--- src/rtl/pc_gen_pkg.sv ---
// ============================================================================
// Module      : pc_gen_pkg
// Description : Shared source/state encodings and defaults for the PC unit.
// Revision    : 1.0 - initial release
// ============================================================================
`default_nettype none

package pc_gen_pkg;

    // Encoding value doubles as arbitration priority.
    typedef enum logic [1:0] {
        PC_SRC_SEQ  = 2'd0,
        PC_SRC_BR   = 2'd1,
        PC_SRC_MRET = 2'd2,
        PC_SRC_TRAP = 2'd3
    } pc_src_e;

    typedef enum logic [1:0] {
        PCG_BOOT = 2'd0,
        PCG_RUN  = 2'd1,
        PCG_PEND = 2'd2
    } pcg_state_e;

    localparam logic [31:0] C_DEFAULT_RESET_VEC = 32'h0000_0000;

endpackage

`default_nettype wire

--- src/rtl/pc_gen_pc_src_arb.sv ---
// ============================================================================
// Module      : pc_src_arb
// Description : Combinational priority select among trap, mret, branch, seq.
// Revision    : 1.0 - initial release
// ============================================================================
`default_nettype none

module pc_src_arb
    import pc_gen_pkg::*;
#(
    parameter int XLEN = 32
) (
    input  logic            trap_i,
    input  logic [XLEN-1:0] trap_vec_i,
    input  logic            mret_i,
    input  logic [XLEN-1:0] mepc_i,
    input  logic            br_taken_i,
    input  logic [XLEN-1:0] br_target_i,
    input  logic [XLEN-1:0] npc_i,
    output logic [1:0]      sel_src_o,
    output logic [XLEN-1:0] sel_pc_o,
    output logic            misalign_o
);

    localparam logic [XLEN-1:0] C_MASK_WORD = {{(XLEN-2){1'b1}}, 2'b00};
    localparam logic [XLEN-1:0] C_MASK_HALF = {{(XLEN-1){1'b1}}, 1'b0};

    logic w_br_ok;

    // A branch with bit[1] set can never be a legal 4-byte fetch target.
    assign w_br_ok    = br_taken_i & ~br_target_i[1];
    assign misalign_o = br_taken_i & br_target_i[1] & ~trap_i & ~mret_i;

    always_comb begin
        sel_src_o = PC_SRC_SEQ;
        sel_pc_o  = npc_i;
        if (trap_i) begin
            sel_src_o = PC_SRC_TRAP;
            sel_pc_o  = trap_vec_i & C_MASK_WORD;
        end else if (mret_i) begin
            sel_src_o = PC_SRC_MRET;
            sel_pc_o  = mepc_i & C_MASK_WORD;
        end else if (w_br_ok) begin
            sel_src_o = PC_SRC_BR;
            sel_pc_o  = br_target_i & C_MASK_HALF;
        end
    end

endmodule

`default_nettype wire

--- src/rtl/pc_gen.sv ---
// ============================================================================
// Module      : pc_gen
// Description : Registered program counter with stall-safe redirect buffering.
// Revision    : 1.0 - initial release
// ============================================================================
`default_nettype none

module pc_gen
    import pc_gen_pkg::*;
#(
    parameter int              XLEN      = 32,
    parameter logic [XLEN-1:0] RESET_VEC = XLEN'(C_DEFAULT_RESET_VEC),
    parameter int              PC_STEP   = 4
) (
    input  logic            clk,
    input  logic            rst_n,
    input  logic            stall_i,
    input  logic            br_taken_i,
    input  logic [XLEN-1:0] br_target_i,
    input  logic            mret_i,
    input  logic [XLEN-1:0] mepc_i,
    input  logic            trap_i,
    input  logic [XLEN-1:0] trap_vec_i,
    output logic [XLEN-1:0] pc_o,
    output logic [XLEN-1:0] npc_o,
    output logic            fetch_valid_o,
    output logic            redirect_o,
    output logic            misalign_o
);

    pcg_state_e      r_state;
    pcg_state_e      w_state_nxt;
    logic [XLEN-1:0] r_pc;
    logic [XLEN-1:0] w_pc_nxt;
    logic [XLEN-1:0] r_pend_pc;
    logic [XLEN-1:0] w_pend_pc_nxt;
    logic [1:0]      r_pend_src;
    logic [1:0]      w_pend_src_nxt;
    logic            r_redirect;
    logic            w_redirect_nxt;
    logic            r_misalign;
    logic            w_misalign_nxt;
    logic            r_fetch_valid;
    logic            w_fetch_valid_nxt;

    logic [XLEN-1:0] w_npc;
    logic [1:0]      w_arb_src;
    logic [XLEN-1:0] w_arb_pc;
    logic            w_arb_misalign;

    assign w_npc = r_pc + XLEN'(PC_STEP);

    pc_src_arb #(
        .XLEN (XLEN)
    ) u_arb (
        .trap_i      (trap_i),
        .trap_vec_i  (trap_vec_i),
        .mret_i      (mret_i),
        .mepc_i      (mepc_i),
        .br_taken_i  (br_taken_i),
        .br_target_i (br_target_i),
        .npc_i       (w_npc),
        .sel_src_o   (w_arb_src),
        .sel_pc_o    (w_arb_pc),
        .misalign_o  (w_arb_misalign)
    );

    always_comb begin
        w_state_nxt    = r_state;
        w_pc_nxt       = r_pc;
        w_pend_pc_nxt  = r_pend_pc;
        w_pend_src_nxt = r_pend_src;
        w_redirect_nxt = 1'b0;
        w_misalign_nxt = 1'b0;
        case (r_state)
            PCG_BOOT: begin
                w_state_nxt = PCG_RUN;
            end
            PCG_RUN: begin
                w_misalign_nxt = w_arb_misalign;
                if (!stall_i) begin
                    w_pc_nxt       = w_arb_pc;
                    w_redirect_nxt = (w_arb_src != PC_SRC_SEQ);
                end else if (w_arb_src != PC_SRC_SEQ) begin
                    w_pend_pc_nxt  = w_arb_pc;
                    w_pend_src_nxt = w_arb_src;
                    w_state_nxt    = PCG_PEND;
                end
            end
            PCG_PEND: begin
                w_misalign_nxt = w_arb_misalign;
                if (stall_i) begin
                    // Newer request wins a tie while still stalled.
                    if ((w_arb_src != PC_SRC_SEQ) && (w_arb_src >= r_pend_src)) begin
                        w_pend_pc_nxt  = w_arb_pc;
                        w_pend_src_nxt = w_arb_src;
                    end
                end else begin
                    // On release the buffered entry wins a tie.
                    w_pc_nxt       = (w_arb_src > r_pend_src) ? w_arb_pc : r_pend_pc;
                    w_redirect_nxt = 1'b1;
                    w_pend_pc_nxt  = '0;
                    w_pend_src_nxt = PC_SRC_SEQ;
                    w_state_nxt    = PCG_RUN;
                end
            end
            default: begin
                w_state_nxt = PCG_RUN;
            end
        endcase
        w_fetch_valid_nxt = (w_state_nxt != PCG_BOOT);
    end

    always_ff @(posedge clk or negedge rst_n) begin
        if (!rst_n) begin
            r_state       <= PCG_BOOT;
            r_pc          <= RESET_VEC;
            r_pend_pc     <= '0;
            r_pend_src    <= PC_SRC_SEQ;
            r_redirect    <= 1'b0;
            r_misalign    <= 1'b0;
            r_fetch_valid <= 1'b0;
        end else begin
            r_state       <= w_state_nxt;
            r_pc          <= w_pc_nxt;
            r_pend_pc     <= w_pend_pc_nxt;
            r_pend_src    <= w_pend_src_nxt;
            r_redirect    <= w_redirect_nxt;
            r_misalign    <= w_misalign_nxt;
            r_fetch_valid <= w_fetch_valid_nxt;
        end
    end

    assign pc_o          = r_pc;
    assign npc_o         = w_npc;
    assign fetch_valid_o = r_fetch_valid;
    assign redirect_o    = r_redirect;
    assign misalign_o    = r_misalign;

endmodule

`default_nettype wire

--- config.mk ---
export PLATFORM = sky130hd
export DESIGN_NAME = pc_gen
export DESIGN_NICKNAME = d
export VERILOG_FILES = /design/src/rtl/pc_gen_pkg.sv /design/src/rtl/pc_gen_pc_src_arb.sv /design/src/rtl/pc_gen.sv
export SDC_FILE = /design/constraint.sdc
export NUM_CORES = 1
export LEC_CHECK = 0
export ABC_AREA = 1
export CAP_MARGIN = 20
export CORE_UTILIZATION = 30
export CTS_CLUSTER_SIZE = 14
export DETAILED_ROUTE_END_ITERATION = 8
export SYNTH_ARGS = -nofsm -noshare
export SYNTH_HDL_FRONTEND = slang
export SYNTH_HIERARCHICAL = 1
export SYNTH_SLANG_ARGS = --single-unit
export TNS_END_PERCENT = 20
--- constraint.sdc ---
create_clock -name clk -period 2.2 [get_ports clk]
set_input_delay 0.66 -clock clk [delete_from_list [all_inputs] [get_ports clk]]
set_output_delay 0.66 -clock clk [all_outputs]
set_load 0.05 [all_outputs]
== After elaboration in Yosys (flattened, before gate mapping) ==
Index checks and enable logic that the tools add are counted.

* $add $sub $neg: 1
* Order comparisons: 2
* Eq/ne operators: 7
* Mux-type cells: 28
* Bitwise operators: 7
* Reductions and logical operators: 7

{| class="wikitable"
|+ Operator list
! cell !! count
|-
| $mux W32 || 10
|-
| $pmux W32 S2 || 2
|-
| $add A32 B3 Y32 const B || 1
|-
| $mux W2 || 9
|-
| $ne A2 B2 Y1 const B || 4
|-
| $pmux W2 S2 || 2
|-
| $reduce_bool A2 Y1 || 3
|-
| $and A1 B1 Y1 || 4
|-
| $mux W1 || 4
|-
| $reduce_and A4 Y1 || 1
|-
| $ne A3 B3 Y1 const B || 1
|-
| $not A1 Y1 || 3
|-
| $reduce_and A3 Y1 || 1
|-
| $eq A2 B1 Y1 const B || 1
|-
| $eq A2 B2 Y1 const B || 1
|-
| $ge A2 B2 Y1 || 1
|-
| $gt A2 B2 Y1 || 1
|-
| $pmux W1 S2 || 1
|-
| $reduce_or A2 Y1 || 1
|-
| $logic_and A1 B1 Y1 || 1
|}

* Register bits after elaboration: 71
* Input bits: 102
* Output and inout port bits: 67

== Logic depth before layout (Yosys ltp) ==
Gate-level depths: netlist of run 1.

* Depth after elaboration: 10
* Depth in mapped cells: 16
* Gate-level depth less buffers: 16

== Cells and area by module ==
The synthesis of run 1 kept the hierarchy.

{| class="wikitable"
|+ By module, submodules not included
! module !! instances !! cells each !! area each (um2) !! sequential area each (um2)
|-
| pc_gen || 1 || 682 || 4486.8 || 1776.7
|-
| pc_src_arb || 1 || 303 || 1300.0 || 0.0
|}

== Least setup slack after synthesis of run 1 ==
Ideal clock, no wire load.

* Kind: reg-to-output
* Start: register r_pc[2] (netlist: pc_o[2])
* End: output port npc_o[16]
* Data arrival time: 2.398 ns
* Path slack: -0.858 ns
* Stages on the path, launching flop included: 6
* Cells stage by stage: dfrtp_1 -> ha_1 -> nand3_1 -> nor2_1 -> nand3_1 -> xnor2_1

* Cells in the longest elaborated chain, start to end: 1

{| class="wikitable"
|+ RTL lines
! element !! line !! source
|-
| start: declaration || pc_gen.sv:33 || <nowiki>logic [XLEN-1:0] r_pc;</nowiki>
|-
| start signal: assignment || pc_gen.sv:125 || <nowiki>r_pc <= w_pc_nxt;</nowiki>
|-
| $add A32 B3 Y32 || pc_gen.sv:51 || <nowiki>assign w_npc = r_pc + XLEN'(PC_STEP);</nowiki>
|-
| end: declaration || pc_gen.sv:25 || <nowiki>output logic [XLEN-1:0] npc_o,</nowiki>
|}

Every way passes these cells.

== Worst setup path in the final report of run 1 ==
* Start: register r_pc[10] (netlist: pc_o[10])
* End: output port npc_o[15]

The elaborated chain is that of the path after synthesis.

==> flow_summary.toml, run 1 <==
[outcome]
outcome = "complete, but fails checks"
violations = "negative setup slack"

[clock_tree]
cts_tree = "yes"
cts_sinks = 71
clock_latency_ns = 0.34
clockRootBuffer = "clkbuf_16"
cts_htree_levels = 3
cts_made_buffers = 9
cts_buffer_depth = 2
path_clk_slew_ns = 0.06
hold_buffers = 0

[pwr]
switchingPower_uw = 6358
intPower_uw = 6163
p_sw_frac = 0.5078
power.total_uw = 12520
vdd_ir_drop_max_uv = 882.8
pwr-share-clk = 0.107
p_per_area_nw_per_um2 = 1335
p_comb_frac = 0.698
p_seq_frac = 0.195
leakage_uw = 0.004977

[sta]
finalSetupViolCount = 27
setup_slack_ns = -0.2405
fin_crit_sh = 1.109
layout_min_cycle_time_ns = 2.440
slew_violations = 0
fin_hold_ws_ns = 0.3636
clock_skew_ns = 0.006119
slew_headroom = 0.7077
hold_viol = 0
tightest_slew_ns = 0.4385
rsz0062_at_grt = "true"
fmax_ghz = 0.4098

[synth]
ys_top_cells_by_area = "dfrtp_1, nand2_1, nand3_1"
ys.flop_type = "dfrtp_1"
synth_top_area_frac = 0.3070
yosysTopAreaCell = "dfrtp_1"
syn_avg_cell_area_sq_um = 5.875
synth_common_cells = "nand2_1, inv_1, nand3_1"
ys_seq_area_frac = 0.3070
synth_cells = 985
ys_seq_elements = 71
synth_area_sq_um = 5787
synth_cell_types = 26
synth-edff-count = 0
syn_nets = 1092
synth_most_common_cell = "nand2_1"
yosys_warnings = 6
ys_async_sr_fraction = 1.000

[finish]
multiInputGateArea_sq_um = 3641
instances_no_fill = 1467
final_nets = 1309
regArea_sq_um = 1804
syn2layout_area_growth_pct = 62.10
drive_above_1_share = 0.2494
fill_cells = 1877
diodes = 0
fin_util = 0.4981

[setup_path]
worstSetupPathType = "reg2out"
startpoint = "pc_o[10]"
worstPathMaxFanout = 4
critPathCaptureType = "output port"
critPathArrivalTime_ns = 1.78
regToRegSetupSlack_ns = 0.11
crit_chain = "nand2_4 -> buf_6 -> nor2_4 -> nand2_2 -> nor2_4 -> buf_12 -> xor2_4 -> buf_12"
critPathMaxStageDelay_ns = 0.44
crit_path_start_kind = "register"
critPathRequiredTime_ns = 1.54
r2r-end = "pc_o[28]"
rr_worst_depth = 19
critPathSlowestCell = "dfrtp_2"
cp-endpoint = "npc_o[15]"
timing.rr.start = "pc_o[5]"

[die]
die_w_microns = 140.9
core_area_sq_um = 18830
die_height_microns = 140.9
fp.dieArea_sq_um = 19850
rows = 50
top_level_ports = 169
start_util = 0.3073

[global_routing]
top_usage_layer = "met2"
grt_pass1_vias = 6269
grt_pass1_wl_microns = 34110
use_met3 = 0.02717
use_met2 = 0.3595
grt_overflow_total = 0
antenna_found_initial = 0
grtUsageMet1 = 0.3069
grt_max_degree = 72
grtUsageTotal = 0.2216

[placed_design]
post-place-ws_ns = -0.5338
gp_congestion = 0.9574
dpl.hpwl_microns = 15830
dp_cells = 1431
port-buffer-count = 163

[route]
drt_iter0_drc = 560
first_pass_iters = 5
drc = 0
ant_nets = 0
vias_per_cell = 4.583
dr_total_vias = 6723
routedWlPerCell_microns = 14.90
drt-total-wl_microns = 21850

[flow_run]
drv_cap = 0

[hold_path]
hp-class = "in2async"
## timing repair
action,4_1_cts,5_1_grt
gates resized for setup,71,47
setup endpoints to repair,93,57
setup buffers,15,5
pin swaps,34,23
cloned,0,0
## cells by family (layout without fill, tap and decap cells)
group,Yosys count,in the layout,share of synthesized area
adder cells (fa/ha/maj),5,5,0.01081
AND/OR/NAND/NOR,628,628,0.4608
flip-flops,71,71,0.3070
buffers and inverters,231,453,0.1671
AO/OA/AOI/OAI,35,35,0.03157
XOR/XNOR,15,15,0.02270
## metrics by stage
stage | area [sq um] | TNS [ns]
3_3_place_gp | 8577 | -32.25
6_report | 9380 | -3.718
5_1_grt | 9380 | -5.756
4_1_cts | 9189 | -3.872
3_5_place_dp | 8577 | -32.41
2_1_floorplan | 6083 | -1.188
## worst max-delay path: cells and delay by family, from the launching register on
kind | cells | cell delay (ns)
XOR/XNOR | 1 | 0.16
buffers and inverters | 3 | 0.42
AND/OR/NAND/NOR | 4 | 0.43
flip-flops | 1 | 0.44
## worst min path at each step
stage	start	end	cells after the start
finish	rst_n	pc_o[19]	2
CTS	rst_n	r_pend_pc[16]	2
global route	rst_n	pc_o[19]	2
global placement	r_pend_pc[11]	r_pend_pc[11]	2
floorplan	rst_n	fetch_valid_o	0
detailed placement	r_pend_pc[14]	r_pend_pc[14]	2
## flip-flops by register name (all words and copies together) (netlist names)
| signal | cells |
|---|---|
| pc_o | 32 |
| r_state | 2 |
| r_pend_src | 2 |
| redirect_o | 1 |
| misalign_o | 1 |
| fetch_valid_o | 1 |
| r_pend_pc | 32 |
## cell type report
| cell class | count | area share |
|---|---|---|
| multi-input cells | 683 | 0.3882 |
| clock inverters | 3 | 0.002268 |
| inverters | 182 | 0.07310 |
| flip-flops and latches | 71 | 0.1923 |
| well taps | 260 | 0.03468 |
| clock buffers | 13 | 0.02561 |
| repair buffers | 255 | 0.2838 |
## power by group through the flow
stage	logic, uW	clock network, uW	registers (uW)
6_report	8740	1340	2450
4_1_cts	8660	1360	2390
2_1_floorplan	3880	0	3430
3_3_place_gp	8210	0	2400
3_5_place_dp	8260	0	2410
5_1_grt	9340	1410	2510
## cells in the final DEF (no fill, tap or decap), types with 2 or more instances in the layout
cell type          n
nand2_4           11
nor2_1            56
buf_6             12
xnor2_2            2
nor2_2            13
xnor2_4            4
nor2_4            21
a21oi_1           30
clkbuf_16          9
nand3_2            2
nand2_1          318
nand3b_1          13
nand3_4            2
dfrtp_1           49
buf_12            38
clkdlybuf4s50_1   91
nand2_2           30
nand3_1          160
dlygate4sd2_1      2
inv_1            172
buf_4            109
ha_1               4
xor2_4             8
inv_2              9
dfrtp_2           22
clkbuf_1           4
## metal layers
| metal | vias up | part of all wire |
|---|---|---|
| met1 | 3057 | 0.46 |
| li1 | 3403 | - |
| met3 | 20 | 0.061 |
| met2 | 243 | 0.46 |
| met5 | - | 0 |
| met4 | 0 | 0.015 |
Power figures use the tool's default switching activity.
==> run 2: changes to the inputs <==
CORE_UTILIZATION = 49   (was 30)
PLACE_DENSITY = 0.82   (was not set)
SLEW_MARGIN = 10   (was not set)
==> flow_summary.toml, run 2 (synthesized netlist as in run 1, its figures left out) <==
[outcome]
outcome = "complete, but fails checks"
violations = "negative setup slack"

[setup_path]
worstSetupPathType = "reg2out"
timing.rr.start = "pc_o[2]"
critPathCaptureType = "output port"
cp-endpoint = "npc_o[30]"
critPathRequiredTime_ns = 1.54
regToRegSetupSlack_ns = 0.13
startpoint = "pc_o[12]"
critPathArrivalTime_ns = 1.80
crit_path_start_kind = "register"
rr_worst_depth = 13
r2r-end = "r_pend_pc[9]"
worstPathMaxFanout = 3

[global_routing]
grt_max_degree = 35
grt_overflow_total = 0
grt_pass1_wl_microns = 33630
grt_pass1_vias = 6935
grtUsageTotal = 0.3439
antenna_found_initial = 0

[clock_tree]
path_clk_slew_ns = 0.06
cts_htree_levels = 3
clock_latency_ns = 0.34
hold_buffers = 0
cts_made_buffers = 9
cts_sinks = 71
cts_buffer_depth = 2
clockRootBuffer = "clkbuf_16"
cts_tree = "yes"

[pwr]
vdd_ir_drop_max_uv = 1032
p_sw_frac = 0.5107
leakage_uw = 0.004952
power.total_uw = 12760
p_per_area_nw_per_um2 = 1391
p_comb_frac = 0.687
intPower_uw = 6243
switchingPower_uw = 6517
p_seq_frac = 0.196
pwr-share-clk = 0.117

[placed_design]
gp_congestion = 0.9352
dpl.hpwl_microns = 14380
place_area_sq_um = 8348
port-buffer-count = 163

[route]
drt_iter0_drc = 823
routedWlPerCell_microns = 16.39
drt-total-wl_microns = 22030
first_pass_iters = 6
ant_nets = 0
vias_per_cell = 5.469
dr_total_vias = 7350
drc = 0

[die]
start_util = 0.5046
top_level_ports = 169
fp.dieArea_sq_um = 12250
die_height_microns = 110.7
die_w_microns = 110.7
rows = 39
core_area_sq_um = 11470

[finish]
diodes = 0
drive_above_1_share = 0.2481
final_common_cell = "nand2_1"
fin_area_sq_um = 9174
final_nets = 1303
layout_common_cells = "nand2_1, inv_1, nand3_1, buf_4, clkdlybuf4s50_1"
syn2layout_area_growth_pct = 58.53

[sta]
clock_skew_ns = 0.007886
slew_violations = 0
slew_headroom = 0.7184
tightest_slew_ns = 0.4224
hold_viol = 0
fin_crit_sh = 1.120
finalSetupViolCount = 26
rsz0062_at_grt = "true"
layout_min_cycle_time_ns = 2.464
fmax_ghz = 0.4058
setup_slack_ns = -0.2643

[flow_run]
drv_cap = 0

[hold_path]
hp-class = "in2async"
## run 2: cell count changes in the layout (fill, tap and decap cells not counted), moves of 2 or more
cell      previous run  this run
buf_4              109       111
buf_6               12         4
clkbuf_1             4         0
clkinv_2             1         3
dfrtp_1             49        47
dfrtp_2             22        24
inv_1              172       175
inv_2                9         6
nand2_4             11         9
nor2_2              13        18
nor2_4              21        16
## run 2: worst min-delay path by stage
stage                  startpoint             to  slack [ns]  cells after the start
global route                rst_n       pc_o[19]        0.20                      1
global placement    r_pend_pc[14]  r_pend_pc[14]        0.45                      2
detailed placement   r_pend_pc[0]   r_pend_pc[0]        0.46                      2
floorplan                   rst_n  fetch_valid_o        0.36                      0
finish                      rst_n       pc_o[19]        0.19                      1
CTS                         rst_n  r_pend_pc[19]        0.19                      1
## run 2: power groups by stage
stage | clock network (uW) | logic (uW) | registers, uW
CTS | 1480 | 8360 | 2460
global route | 1550 | 9250 | 2560
floorplan | 0 | 3880 | 3430
global placement | 0 | 7910 | 2420
finish | 1490 | 8760 | 2500
detailed placement | 0 | 8050 | 2450
## run 2: final cells by class
class	count	area [sq um]
clock buffer	10	239.0
tap	143	178.9
inverter	182	685.7
timing repair buffer	249	2586
multi-input combinational	683	3617
clock inverter	6	60.06
sequential	71	1807
fill	778	2293
## run 2: routing by layer
layer / track usage / vias to the layer above / part of all wire
li1: - / 3389 / -
met1: 0.4416 / 3332 / 0.37
met2: 0.5723 / 522 / 0.47
met3: 0.05467 / 107 / 0.11
met4: 0.1520 / 0 / 0.043
met5: 0 / - / 0
## run 2: per-stage QoR
stage | setup TNS [ns] | setup slack [ns] | util | hold slack [ns] | cells
floorplan | -1.188 | -0.07841 | - | 0.3644 | 985
global placement | -28.22 | -0.4416 | 0.7280 | 0.4527 | 1303
detailed placement | -29.49 | -0.4783 | 0.7280 | 0.4582 | 1303
CTS | -3.888 | -0.2373 | 0.7823 | 0.1920 | 1334
global route | -6.045 | -0.3041 | 0.8000 | 0.1997 | 1344
finish | -4.789 | -0.2643 | 0.8000 | 0.1892 | 1344
## run 2: critical path, cell delays in order, from the launching register on
cell and delay [ns]:
dfrtp_2 0.45, nand2_4 0.09, nor2_4 0.16, nand2_2 0.10, nor2_2 0.15, buf_4 0.15, nand2_2 0.04, nand2_1 0.07
nand2_2 0.09, buf_12 0.16
## run 2: repair_timing
item                                   4_1_cts  5_1_grt
pin swaps                                   20       11
gates resized for setup                     62       39
buffers inserted                            15       10
endpoints found under the hold margin        0        0
setup endpoints to repair                   92       57
==> RTL change, RTL diff (flow settings as in run 2) <==
Re-encode `pcg_state_e` (3 states) as one-hot, 3 bits wide.
--- a/src/rtl/pc_gen_pkg.sv
+++ b/src/rtl/pc_gen_pkg.sv
@@ -16,8 +16,8 @@
     } pc_src_e;
 
-    typedef enum logic [1:0] {
-        PCG_BOOT = 2'd0,
-        PCG_RUN  = 2'd1,
-        PCG_PEND = 2'd2
+    typedef enum logic [2:0] {
+        PCG_BOOT = 3'b001,
+        PCG_RUN  = 3'b010,
+        PCG_PEND = 3'b100
     } pcg_state_e;
 
Function: no difference found for any inputs over 4 cycles, from zero or initial values and one cycle with rst_n low; so few cycles prove little.
==> RTL change against run 2 <==
- the flow still finishes with violations (negative setup slack)
- die area fell by 0.72%
- synthesized area fell by 0.74%
- sequential cell count rose by 1
- synthesized cell count fell by 0.30%
- design area rose by 2.0%
- wire length rose by 7.5%
- setup slack got worse by 0.18 ns
- total power fell by 2.1%
- critical endpoint is now npc_o[19]
- largest power group unchanged
==> RTL change: results (changes against run 2) <==
Status -> complete, but fails checks
Failing checks -> negative setup slack
Post-CTS Setup Bufs -> 21 (+6)
P_leak -> 5.00 nW (+0.88%)
Met1 wire length -> 8.51 mm (+3.1%)
Post-synthesis sequential area ratio -> 31.4% (+0.68 points)
Vias per cell -> 5.56 (+1.8%)
Crit Path Max Fanout -> 5 (+2)
Met2 Usage GRT -> 59.7% (+2.5 points)
Met1 Track Usage GR -> 45.7% (+1.5 points)
Number of global-route vias before repair -> 6,655 (-4.0%)
Post-DP Area -> 8390 µm² (+0.46%)
DRT Wirelength -> 23.7 mm (+7.5%)
Iter 0 DRT Violations -> 873 (+6.1%)
Pre-CTS setup slack -> -0.553 ns (-0.0747 ns)
Syn nets -> 1,087 (-0.46%)
Vias -> 7,507 (+2.1%)
Post-CTS sizing -> 73 (+18%)
Root Buffer -> clkbuf_16
RR Startpoint -> pc_o[4]
Final Wtd Congestion -> 0.945 (+1.0%)
Number of buffers added on ports -> 163 (unchanged)
Nets@finish -> 1,306 (+0.23%)
Largest stage delay on the critical path -> 0.42 ns (-0.03 ns)
List of most frequent post-synthesis cells -> 355 x nand2_1, 172 x inv_1, 163 x nand3_1
Highest metal used -> met4
Hpwl dp -> 14.8 mm (+3.0%)
Clk_skew -> 0.0150 ns (+0.00709 ns)
GR Util met3 -> 6.76% (+1.3 points)
Fillers -> 711 (-8.6%)
Internal -> 0.00624 W (about the same)
Synth cell types -> 25 (-3.8%)
Worst EP arrival -> 1.98 ns (+0.18 ns)
Worst-Margin Slew -> 0.688 ns (+0.266 ns)
Dominant cells by area after synthesis -> dfrtp_1 31%, nand2_1 23%, nand3_1 14%
Synthesized area per cell -> 5.85 µm² (-0.43%)
Largest net degree at the start of global routing -> 73 (+110%)
Met2 WL post-DR -> 10.9 mm (+5.4%)
Global-route wire length before repair -> 33.1 mm (-1.5%)
Worst VDD drop -> 998 µV (-3.3%)
All-Layer GR Usage -> 36.1% (+1.7 points)
Final worst setup slack -> -0.442 ns (-0.177 ns)
Final setup fails -> 31 (+19%)
-- RTL change: cell count changes after synthesis, moves of 2 or more --
cell            run 2  this run
nand2_2             2         4
conb_1              0         2
nor2_2              2         4
buf_1               0         3
buf_6               3         0
inv_1             177       172
ha_1                5         3
-- RTL change: kinds of logic (layout without fill, tap and decap cells) --
| group | count (synthesis) | after routing | synth area share, % |
|---|---|---|---|
| compound gates | 34 | 34 | 3.01 |
| xor+xnor | 15 | 15 | 2.29 |
| fa+ha+maj | 3 | 3 | 0.654 |
| buf+inv | 226 | 450 | 16.1 |
| flops | 72 | 72 | 31.4 |
| other cells | 2 | 2 | 0.131 |
| simple gates | 630 | 630 | 46.5 |
-- RTL change: layout make-up --
cell class              count  area (µm²)  area share (%)
repair buffers            256        2670            28.6
multi-input cells         684        3670            39.2
well taps                 143         179            1.91
clock buffers              11         253            2.70
clock inverters             5        78.8           0.843
inverters                 178         671            7.17
flip-flops and latches     72        1830            19.6
-- RTL change: final timing paths --
check	cells past startpoint	endpoint	slack, ns
max	7	npc_o[19]	-0.44
min	2	pc_o[14]	0.34
max reg2reg	14	r_pend_pc[19]	-0.08
min reg2reg	2	r_pend_pc[1]	0.47
max in group asynchronous	2	pc_o[8]	1.46
min in group clk	2	r_pend_pc[1]	0.47
-- RTL change: power by group through the flow --
stage | Clock, W | Sequential, W | Combinational (W)
2_1_floorplan | 0 | 0.00337 | 0.00344
3_3_place_gp | 0 | 0.00240 | 0.00742
3_5_place_dp | 0 | 0.00241 | 0.00754
4_1_cts | 0.00163 | 0.00240 | 0.00796
5_1_grt | 0.00170 | 0.00258 | 0.00877
6_report | 0.00164 | 0.00254 | 0.00832
-- RTL change: critical path, delay by kind of cell (launching register included) --
kind          cells  cell delay [ns]
flops             1             0.42
simple gates      5             0.93
buf+inv           2             0.30
